===== src/rtl/vga_pkg.sv =====
// Shared VGA timing constants, colour types and motion FSM encoding.
package vga_pkg;

   localparam int unsigned H_ACTIVE = 640;
   localparam int unsigned V_ACTIVE = 480;
   localparam int unsigned COORD_W  = 12;

   typedef struct packed {
      logic [3:0] r;
      logic [3:0] g;
      logic [3:0] b;
   } rgb12_t;

   // Index 0..3 = F00, 0F0, 00F, FF0 (element 0 is the rightmost slice)
   localparam rgb12_t [3:0] PALETTE = {rgb12_t'(12'hFF0), rgb12_t'(12'h00F),
                                       rgb12_t'(12'h0F0), rgb12_t'(12'hF00)};
   localparam rgb12_t BG_COLOUR     = rgb12_t'(12'h003);
   localparam rgb12_t BORDER_COLOUR = rgb12_t'(12'hFFF);

   typedef enum logic [1:0] {
      WAIT_FRAME,
      UPDATE_X,
      UPDATE_Y,
      DONE
   } motion_state_t;

endpackage


===== src/rtl/box_motion.sv =====
// Once-per-frame box motion: bounce position, directions, palette index, frame tick.
module box_motion
   import vga_pkg::*;
#(
   parameter int unsigned BOX_W  = 32,
   parameter int unsigned BOX_H  = 32,
   parameter int unsigned SPEED  = 2,
   parameter int unsigned INIT_X = 100,
   parameter int unsigned INIT_Y = 60
) (
   input  logic                      clk,
   input  logic                      reset,
   input  logic                      vsync,
   input  logic                      run,
   output logic signed [COORD_W-1:0] box_x,
   output logic signed [COORD_W-1:0] box_y,
   output logic [1:0]                colour_idx,
   output logic                      frame_tick
);

   localparam logic signed [COORD_W-1:0] ZERO_S  = COORD_W'(0);
   localparam logic signed [COORD_W-1:0] SPEED_S = COORD_W'(SPEED);
   localparam logic signed [COORD_W-1:0] X_MAX_S = COORD_W'(H_ACTIVE - BOX_W);
   localparam logic signed [COORD_W-1:0] Y_MAX_S = COORD_W'(V_ACTIVE - BOX_H);
   localparam logic signed [COORD_W-1:0] INIT_X_S = COORD_W'(INIT_X);
   localparam logic signed [COORD_W-1:0] INIT_Y_S = COORD_W'(INIT_Y);

   motion_state_t             state_q, state_d;
   logic signed [COORD_W-1:0] box_x_q, box_x_d, box_y_q, box_y_d;
   logic signed [COORD_W-1:0] nx, ny;
   logic                      dx_neg_q, dx_neg_d, dy_neg_q, dy_neg_d;
   logic [1:0]                colour_q, colour_d;
   logic                      vs_prev_q, vs_prev_d;
   logic                      frame_edge_q, frame_edge_d;
   logic                      tick_q, tick_d;

   // Next-state, bounce arithmetic and vsync falling-edge detect
   always_comb begin
      state_d      = state_q;
      box_x_d      = box_x_q;
      box_y_d      = box_y_q;
      dx_neg_d     = dx_neg_q;
      dy_neg_d     = dy_neg_q;
      colour_d     = colour_q;
      vs_prev_d    = vsync;
      frame_edge_d = vs_prev_q & ~vsync;
      nx = dx_neg_q ? (box_x_q - SPEED_S) : (box_x_q + SPEED_S);
      ny = dy_neg_q ? (box_y_q - SPEED_S) : (box_y_q + SPEED_S);

      unique case (state_q)
         WAIT_FRAME: if (frame_edge_q) state_d = UPDATE_X;
         UPDATE_X: begin
            state_d = UPDATE_Y;
            if (run) begin
               if (nx <= ZERO_S) begin
                  box_x_d  = ZERO_S;
                  dx_neg_d = 1'b0;
                  colour_d = colour_q + 2'd1;
               end else if (nx >= X_MAX_S) begin
                  box_x_d  = X_MAX_S;
                  dx_neg_d = 1'b1;
                  colour_d = colour_q + 2'd1;
               end else begin
                  box_x_d = nx;
               end
            end
         end
         UPDATE_Y: begin
            state_d = DONE;
            if (run) begin
               if (ny <= ZERO_S) begin
                  box_y_d  = ZERO_S;
                  dy_neg_d = 1'b0;
                  colour_d = colour_q + 2'd1;
               end else if (ny >= Y_MAX_S) begin
                  box_y_d  = Y_MAX_S;
                  dy_neg_d = 1'b1;
                  colour_d = colour_q + 2'd1;
               end else begin
                  box_y_d = ny;
               end
            end
         end
         DONE:    state_d = WAIT_FRAME;
         default: state_d = WAIT_FRAME;
      endcase

      tick_d = (state_d == DONE);
   end

   // State and motion registers with synchronous active-low reset
   always_ff @(posedge clk) begin
      if (!reset) begin
         state_q      <= WAIT_FRAME;
         box_x_q      <= INIT_X_S;
         box_y_q      <= INIT_Y_S;
         dx_neg_q     <= 1'b0;
         dy_neg_q     <= 1'b0;
         colour_q     <= 2'd0;
         vs_prev_q    <= 1'b1;
         frame_edge_q <= 1'b0;
         tick_q       <= 1'b0;
      end else begin
         state_q      <= state_d;
         box_x_q      <= box_x_d;
         box_y_q      <= box_y_d;
         dx_neg_q     <= dx_neg_d;
         dy_neg_q     <= dy_neg_d;
         colour_q     <= colour_d;
         vs_prev_q    <= vs_prev_d;
         frame_edge_q <= frame_edge_d;
         tick_q       <= tick_d;
      end
   end

   assign box_x      = box_x_q;
   assign box_y      = box_y_q;
   assign colour_idx = colour_q;
   assign frame_tick = tick_q;

endmodule


===== src/rtl/bounce_box_renderer.sv =====
// Two-stage pixel pipeline drawing a bouncing box inside a white screen border.
module bounce_box_renderer
   import vga_pkg::*;
#(
   parameter int unsigned BOX_W  = 32,
   parameter int unsigned BOX_H  = 32,
   parameter int unsigned SPEED  = 2,
   parameter int unsigned INIT_X = 100,
   parameter int unsigned INIT_Y = 60
) (
   input  logic               clk,
   input  logic               reset,
   input  logic signed [31:0] x,
   input  logic signed [31:0] y,
   input  logic               enable,
   input  logic               hsync,
   input  logic               vsync,
   input  logic               run,
   output logic [3:0]         vga_r,
   output logic [3:0]         vga_g,
   output logic [3:0]         vga_b,
   output logic               vga_hs,
   output logic               vga_vs,
   output logic               frame_tick
);

   localparam int H_LIM   = int'(H_ACTIVE);
   localparam int V_LIM   = int'(V_ACTIVE);
   localparam int BOX_W_I = int'(BOX_W);
   localparam int BOX_H_I = int'(BOX_H);

   logic signed [COORD_W-1:0] box_x, box_y;
   logic [1:0]                colour_idx;
   logic signed [31:0]        bx_ext, by_ext;

   logic       active_q, active_d, border_q, border_d, inside_q, inside_d;
   logic       hs1_q, hs1_d, vs1_q, vs1_d, hs2_q, hs2_d, vs2_q, vs2_d;
   logic [1:0] col1_q, col1_d;
   rgb12_t     rgb_q, rgb_d;

   box_motion #(
      .BOX_W (BOX_W),
      .BOX_H (BOX_H),
      .SPEED (SPEED),
      .INIT_X(INIT_X),
      .INIT_Y(INIT_Y)
   ) u_motion (
      .clk       (clk),
      .reset     (reset),
      .vsync     (vsync),
      .run       (run),
      .box_x     (box_x),
      .box_y     (box_y),
      .colour_idx(colour_idx),
      .frame_tick(frame_tick)
   );

   // Stage 1: classify pixel against screen and current box position
   always_comb begin
      bx_ext   = 32'(box_x);
      by_ext   = 32'(box_y);
      active_d = enable && (x >= 0) && (x < H_LIM) && (y >= 0) && (y < V_LIM);
      border_d = active_d && ((x == 0) || (x == H_LIM - 1) ||
                              (y == 0) || (y == V_LIM - 1));
      inside_d = active_d && (x >= bx_ext) && (x < bx_ext + BOX_W_I) &&
                             (y >= by_ext) && (y < by_ext + BOX_H_I);
      col1_d   = colour_idx;
      hs1_d    = hsync;
      vs1_d    = vsync;
   end

   // Stage 2: colour select by priority blank > border > box > background
   always_comb begin
      hs2_d = hs1_q;
      vs2_d = vs1_q;
      if (!active_q)     rgb_d = rgb12_t'(12'h000);
      else if (border_q) rgb_d = BORDER_COLOUR;
      else if (inside_q) rgb_d = PALETTE[col1_q];
      else               rgb_d = BG_COLOUR;
   end

   // Pipeline registers; sync bits reset high (inactive)
   always_ff @(posedge clk) begin
      if (!reset) begin
         active_q <= 1'b0;
         border_q <= 1'b0;
         inside_q <= 1'b0;
         col1_q   <= 2'd0;
         hs1_q    <= 1'b1;
         vs1_q    <= 1'b1;
         hs2_q    <= 1'b1;
         vs2_q    <= 1'b1;
         rgb_q    <= rgb12_t'(12'h000);
      end else begin
         active_q <= active_d;
         border_q <= border_d;
         inside_q <= inside_d;
         col1_q   <= col1_d;
         hs1_q    <= hs1_d;
         vs1_q    <= vs1_d;
         hs2_q    <= hs2_d;
         vs2_q    <= vs2_d;
         rgb_q    <= rgb_d;
      end
   end

   assign vga_r  = rgb_q.r;
   assign vga_g  = rgb_q.g;
   assign vga_b  = rgb_q.b;
   assign vga_hs = hs2_q;
   assign vga_vs = vs2_q;

endmodule


===== config.mk =====
export PLATFORM = sky130hd
export DESIGN_NAME = bounce_box_renderer
export DESIGN_NICKNAME = d
export VERILOG_FILES = /design/src/rtl/vga_pkg.sv /design/src/rtl/box_motion.sv /design/src/rtl/bounce_box_renderer.sv
export SDC_FILE = /design/constraint.sdc
export NUM_CORES = 1
export LEC_CHECK = 0
export CAP_MARGIN = 30
export CORE_MARGIN = 2
export CORE_UTILIZATION = 50
export CTS_BUF_LIST = sky130_fd_sc_hd__clkbuf_8
export CTS_CLUSTER_DIAMETER = 120
export DETAILED_ROUTE_END_ITERATION = 7
export GPL_TIMING_DRIVEN = 0
export HOLD_SLACK_MARGIN = 0.05
export PLACE_DENSITY = 0.75
export SETUP_SLACK_MARGIN = 0.02
export SKIP_CTS_REPAIR_TIMING = 1
export SLEW_MARGIN = 20
export SYNTH_ARGS = -nofsm -noshare
export SYNTH_HDL_FRONTEND = slang
export SYNTH_SLANG_ARGS = --single-unit
export TNS_END_PERCENT = 5

===== constraint.sdc =====
create_clock -name clk -period 8.4 [get_ports clk]
set_input_delay 2.52 -clock clk [delete_from_list [all_inputs] [get_ports clk]]
set_output_delay 2.52 -clock clk [all_outputs]
set_load 0.005 [all_outputs]

Word-level counts from Yosys, hierarchy flattened
Index checks and enable logic that the tools add are counted.
{ "classes": {"bitwise_logic": 2, "eq_ne": 10, "mux": 23, "addsub": 7, "n_reduce_logical": 24, "magnitude_cmp": 13} }
{ "ops": {"columns": ["operator", "n"], "rows": [
  ["12-bit two-way mux", 9],
  ["32-bit by 1-bit >= comparator with 1-bit output, second input constant", 2],
  ["32-bit by 12-bit >= comparator with 1-bit output", 2],
  ["32-bit zero test", 2],
  ["32-bit by 13-bit less-than comparator with 1-bit output", 2],
  ["32-bit by 10-bit == test with 1-bit output, second input constant", 1],
  ["32-bit by 11-bit == test with 1-bit output, second input constant", 1],
  ["32-bit by 10-bit less-than comparator with 1-bit output, second input constant", 1],
  ["32-bit by 11-bit less-than comparator with 1-bit output, second input constant", 1],
  ["12-bit by 7-bit adder with 13-bit output, second input constant", 2],
  ["12-bit by 3-bit adder with 12-bit output, second input constant", 2],
  ["12-bit binary-select mux with 2-bit select", 1],
  ["12-bit by 1-bit less-or-equal comparator with 1-bit output, second input constant", 2],
  ["12-bit by 3-bit subtractor with 12-bit output, second input constant", 2],
  ["2-bit two-way mux", 7],
  ["12-bit by 10-bit >= comparator with 1-bit output, second input constant", 1],
  ["12-bit by 11-bit >= comparator with 1-bit output, second input constant", 1],
  ["1-bit logical AND", 9],
  ["2-bit case mux with 4 select lines", 1],
  ["2-bit == test, second input constant", 3],
  ["3-bit by 1-bit inequality test with 1-bit output, second input constant", 2],
  ["2-bit AND reduction", 3],
  ["3-bit AND reduction", 2],
  ["2-bit nonzero test", 3],
  ["11 further kinds", 17]
]} }
{ "totals": {"ff_bits": 53, "elab_cells": 98, "output_inout_bits": 15} }

Depth between registers and ports, before layout
Gate-level depths: netlist (run 1).
{ "logic_depth": {"ltp_word": 9, "ltp_mapped": 13, "ltp_nobuf": 13} }

Modules after synthesis
From an unflattened synthesis (run 1), not the netlist that was laid out.
{ "unflattened": {"hier_cells": 678, "hier_area_um2": 5590.4} }
{ "by_module_without_submodules": {"columns": ["mod", "instances", "area_per_inst_um2", "cells_per_inst", "seq_area_each_um2"], "rows": [
  ["bounce_box_renderer", 1, 3176.8, 389, 260.2],
  ["box_motion", 1, 2413.6, 289, 620.6]
]} }

Least setup slack after synthesis (run 1)
OpenSTA, ideal clock, no wires.
{ "synth_timing": {"path_type": "input-to-reg", "start": "input x[9]", "end": "register inside_q", "arrival_time_ns": 4.159, "path_slack_ns": 4.126, "n_path_buf": 0, "cell_stages": 9, "path_cell_list": "ha_1 > a21o_1 > a21o_1 > a211oi_1 > nand2_1 > o31ai_1 > mux2i_1 > o21ai_0 > a2111oi_0"} }
{ "synth_between": {"elab_chain_cells": 9, "elab_cells_between_ends": 12, "cone_classes": "order compare: 4; reduce/logical: 8"} }
{ "synth_lines": {"columns": ["element", "line", "source"], "rows": [
  ["start, declared", "bounce_box_renderer.sv:13", "input logic signed [31:0] x,"],
  ["32-bit by 1-bit >= comparator with 1-bit output", "bounce_box_renderer.sv:62", "active_d = enable && (x >= 0) && (x < H_LIM) && (y >= 0) && (y < V_LIM);"],
  ["1-bit logical AND (4 in series)", "bounce_box_renderer.sv:62", null],
  ["1-bit logical AND", "bounce_box_renderer.sv:65", "inside_d = active_d && (x >= bx_ext) && (x < bx_ext + BOX_W_I) &&"],
  ["1-bit logical AND (*) (2 in series)", "bounce_box_renderer.sv:65", null],
  ["1-bit logical AND (*)", "bounce_box_renderer.sv:66", "(y >= by_ext) && (y < by_ext + BOX_H_I);"],
  ["end signal, assigned", "bounce_box_renderer.sv:97", "inside_q <= inside_d;"],
  ["end, declared", "bounce_box_renderer.sv:36", "logic active_q, active_d, border_q, border_d, inside_q, inside_d;"]
]} }
Mark *: on every way between the ends. The rest lies on a longest branch, timed or not.
A chain may end at the register's enable or synchronous reset.

Final worst setup path (run 1)
Same ends and word-level chain as after synthesis.

==> flow_metrics.env, run 1 <==
export IMPL_cp_data_arrival_time_ns=5.16
export IMPL_tns_ns=0
export IMPL_fp_dieArea_um2=12260
export IMPL_hpwl_um=11870
export IMPL_worst_ir_drop_vdd_mv=0.1141
export IMPL_final_common_cell="ha_1"
export IMPL_outcome="finished clean"
export IMPL_cts_root_buf="clkbuf_8"
export IMPL_clockBufferDepth=2
export IMPL_insertion_delay_ns=0.29
export IMPL_worst_slack_ns=3.408
export IMPL_viasPerCell=6.088
export IMPL_rsz0062_at_grt="no"
export IMPL_routedWlPerCell_um=15.97
export IMPL_rows=38
export IMPL_p_seq_share_pct=35.4
export IMPL_drt_pass1_iterations=5
export IMPL_hold_path_class="reg -> reg"
export IMPL_cts_sinks=43
export IMPL_grt_pass1_wl_um=24900
export IMPL_power_mw=0.7012
export IMPL_p_per_area_nw_per_um2=102.7
export IMPL_drv_cap=0
export IMPL_synthCells=670
export IMPL_antenna_left=0
export IMPL_gp_congestion=0.8710
export IMPL_slowest_stage="clkdlybuf4s50_1"
export IMPL_die_width_um=110.7
export IMPL_switching_share_pct=35.45
export IMPL_final_area_um2=6829
export IMPL_synth_edf_count=0
export IMPL_crit_path_start_kind="primary input"
export IMPL_power_frac_comb_pct=42.6
export IMPL_yosysSeqAreaShare_pct=15.11
export IMPL_cp_data_required_time_ns=8.56
export IMPL_finalSetupViolCount=0
export IMPL_crit_path_max_incr_delay_ns=0.69
export IMPL_drc=0
export IMPL_ys_async_sr_fraction_pct=0
export IMPL_ys_seq_elements=43
export IMPL_crit_start="x[9]"
export IMPL_worstMarginPinSlew_ns=0.7900
export IMPL_worstHoldStart="hs1_q"
export IMPL_r2r_cells=12
export IMPL_layout_common_cells="ha_1 (140), clkdlybuf4s50_1 (84), inv_1 (46)"
export IMPL_cts_tree="yes"
export IMPL_gr_usage_all_layers_pct=23.43
export IMPL_num_vias=5491
export IMPL_gr_total_overflow=0
export IMPL_die_y_um=110.7
export IMPL_path_cells="clkdlybuf4s50_1 > ha_1 > a21o_1 > a21o_1 > a211oi_1 > nand2_1 > o31ai_1 > mux2i_1 > o21ai_0 > a2111oi_0"
export IMPL_min_period_ns=4.992
export IMPL_avgSynthCellArea_um2=8.501
export IMPL_crit_top_cell="a21o_1"
export IMPL_maxSlewViolCount=0
export IMPL_synth_cell_types=67
export IMPL_hold_viol=0
export IMPL_finalCritPeriodShare_pct=59.43
export IMPL_power_leakage_nw=2.923
export IMPL_diodes=0
export IMPL_nFillCells=948
export IMPL_p_sw_mw=0.2486
export IMPL_slew_headroom_pct=47.28
export IMPL_clockPowerShare_pct=22.0
export IMPL_max_freq_mhz=200.3
export IMPL_setup_worst_path_end_class="register"
export IMPL_core_um2=10980
export IMPL_clk_pin_slew_ns=0.08
export IMPL_crit_type="in -> reg"
export IMPL_drtIter0Drc=266
export IMPL_cts_buffers=5
export IMPL_skew_ns=0.007988
export IMPL_rrSetupSlack_ns=4.62
export IMPL_drive_gt1_share_pct=5.381
export IMPL_syn_to_final_growth_pct=19.90
export IMPL_antenna_found_initial=0
export IMPL_layout_nets=974
export IMPL_syn_nets=882
export IMPL_hold_end="vga_hs"
export IMPL_routed_wl_um=14410
export IMPL_synth_ff_type="dfxtp_1"
export IMPL_fin_util_pct=62.18
export IMPL_dp_slack_ns=3.136
export IMPL_r2r_start="u_motion.box_x[7]"
export IMPL_placed_area_um2=6726
export IMPL_htreeDepth=2
export IMPL_holdPathStages=1
export IMPL_grt_max_degree=24
export IMPL_initial_utilization_pct=51.86
export IMPL_port_buffers=84
export IMPL_io_pins=85
export IMPL_grt_pass1_vias=5459
export IMPL_cp_max_fo=5
export IMPL_p_int_mw=0.4526
export IMPL_ys_warn_count=0
export IMPL_synth_area_um2=5695
export IMPL_r2r_end="inside_q"
-- per-stage QoR --
stage | hold slack [ns] | cells
global placement | 0.3994 | 894
finish | 0.4223 | 902
global route | 0.4526 | 902
detailed placement | 0.4005 | 895
floorplan | 0.3863 | 670
CTS | 0.4268 | 902
-- cell families (layout without fill, tap and decap cells) --
logic type / after synthesis / in the layout / synth area share, %
xor gates and xnor gates: 28 / 28 / 4.438
AOI/OAI and AO/OA: 194 / 194 / 25.26
and+or+nand+nor: 199 / 199 / 18.37
adders and majority gates: 142 / 142 / 31.46
buffers and inverters: 60 / 152 / 4.613
muxes: 4 / 4 / 0.7469
DFF: 43 / 43 / 15.11
-- cell usage after synthesis, types with 8 or more instances --
cell | n | share of area [%]
nand4_1 | 22 | 2.4
xnor2_1 | 23 | 3.5
buf_4 | 10 | 1.3
nor3_1 | 9 | 0.79
nand2_1 | 43 | 2.8
nor2b_1 | 12 | 1.3
nand3_1 | 23 | 2.0
a21oi_1 | 45 | 4.0
o21ai_0 | 30 | 2.6
nand2b_1 | 8 | 0.88
nor4_1 | 14 | 1.5
nor2_1 | 33 | 2.2
and3_1 | 12 | 1.3
a211oi_1 | 11 | 1.4
a21o_1 | 32 | 4.2
ha_1 | 140 | 31
dfxtp_1 | 43 | 15
inv_1 | 45 | 3.0
-- how the worst max path moves through the flow --
| stage | to | depth (start not counted) |
|---|---|---|
| floorplan | inside_q | 9 |
| global placement | inside_q | 10 |
| detailed placement | inside_q | 10 |
| CTS | inside_q | 10 |
| global route | inside_q | 10 |
| finish | inside_q | 10 |
-- layer usage --
metal / global-route usage, % / share of wire, % / vias to the layer above
met4: 5.583 / 1.6 / 0
met5: 0 / 0 / -
met1: 30.69 / 46 / 2567
li1: - / - / 2745
met3: 3.007 / 4.5 / 21
met2: 40.90 / 47 / 158
-- worst max-delay path, delay by kind of cell --
kind | cells | cell delay, ns
compound gates | 6 | 1.28
fa+ha+maj | 1 | 0.32
buf+inv | 1 | 0.69
mux | 1 | 0.26
simple gates | 1 | 0.08
-- sequential cells by signal, indices dropped and copies added (netlist names) --
signal and cells:
active_q 1, border_q 1, col1_q 2, hs1_q 1
inside_q 1, u_motion.box_x 11, u_motion.box_y 11, u_motion.colour_idx 2
u_motion.dx_neg_q 1, u_motion.dy_neg_q 1, u_motion.frame_edge_q 1, u_motion.frame_tick 1
u_motion.state_q 2, u_motion.vs_prev_q 1, vga_b 2, vga_g 1
vga_hs 1, vga_r 1, vga_vs 1
-- area by class of cell --
class	count	area (um2)	share of cell area [%]
inverters	45	168.9	2.473
flip-flops and latches	43	860.8	12.61
clock buffers	5	68.82	1.008
well taps	140	175.2	2.565
repair buffers	85	852.1	12.48
multi-input cells	567	4576	67.00
plain buffers	15	93.84	1.374
clock inverters	2	33.78	0.4947
-- power groups by stage --
stage | clock network (mW) | logic [mW] | registers [mW]
5_1_grt | 0.165 | 0.341 | 0.251
3_3_place_gp | 0 | 0.282 | 0.251
2_1_floorplan | 0 | 0.199 | 0.245
4_1_cts | 0.157 | 0.298 | 0.248
6_report | 0.155 | 0.299 | 0.248
3_5_place_dp | 0 | 0.296 | 0.253
Power figures use the tool's default switching activity.
==> run 2: changes to the inputs <==
==> constraint.sdc (replaced) <==
create_clock -name clk -period 4.85 [get_ports clk]
set_input_delay 1.455 -clock clk [delete_from_list [all_inputs] [get_ports clk]]
set_output_delay 1.455 -clock clk [all_outputs]
set_load 0.005 [all_outputs]
==> results of run 2 <==
Same layout as run 1 (identical final DEF). Status: finished clean.
Main changes from that run: setup slack after placement 3.136 ns -> 0.6515 ns; setup slack after layout 3.408 ns -> 0.9227 ns; register-to-register setup slack 4.62 ns -> 1.07 ns; total power 0.7012 mW -> 1.214 mW; worst IR drop on VDD 0.1141 mV -> 0.1976 mV
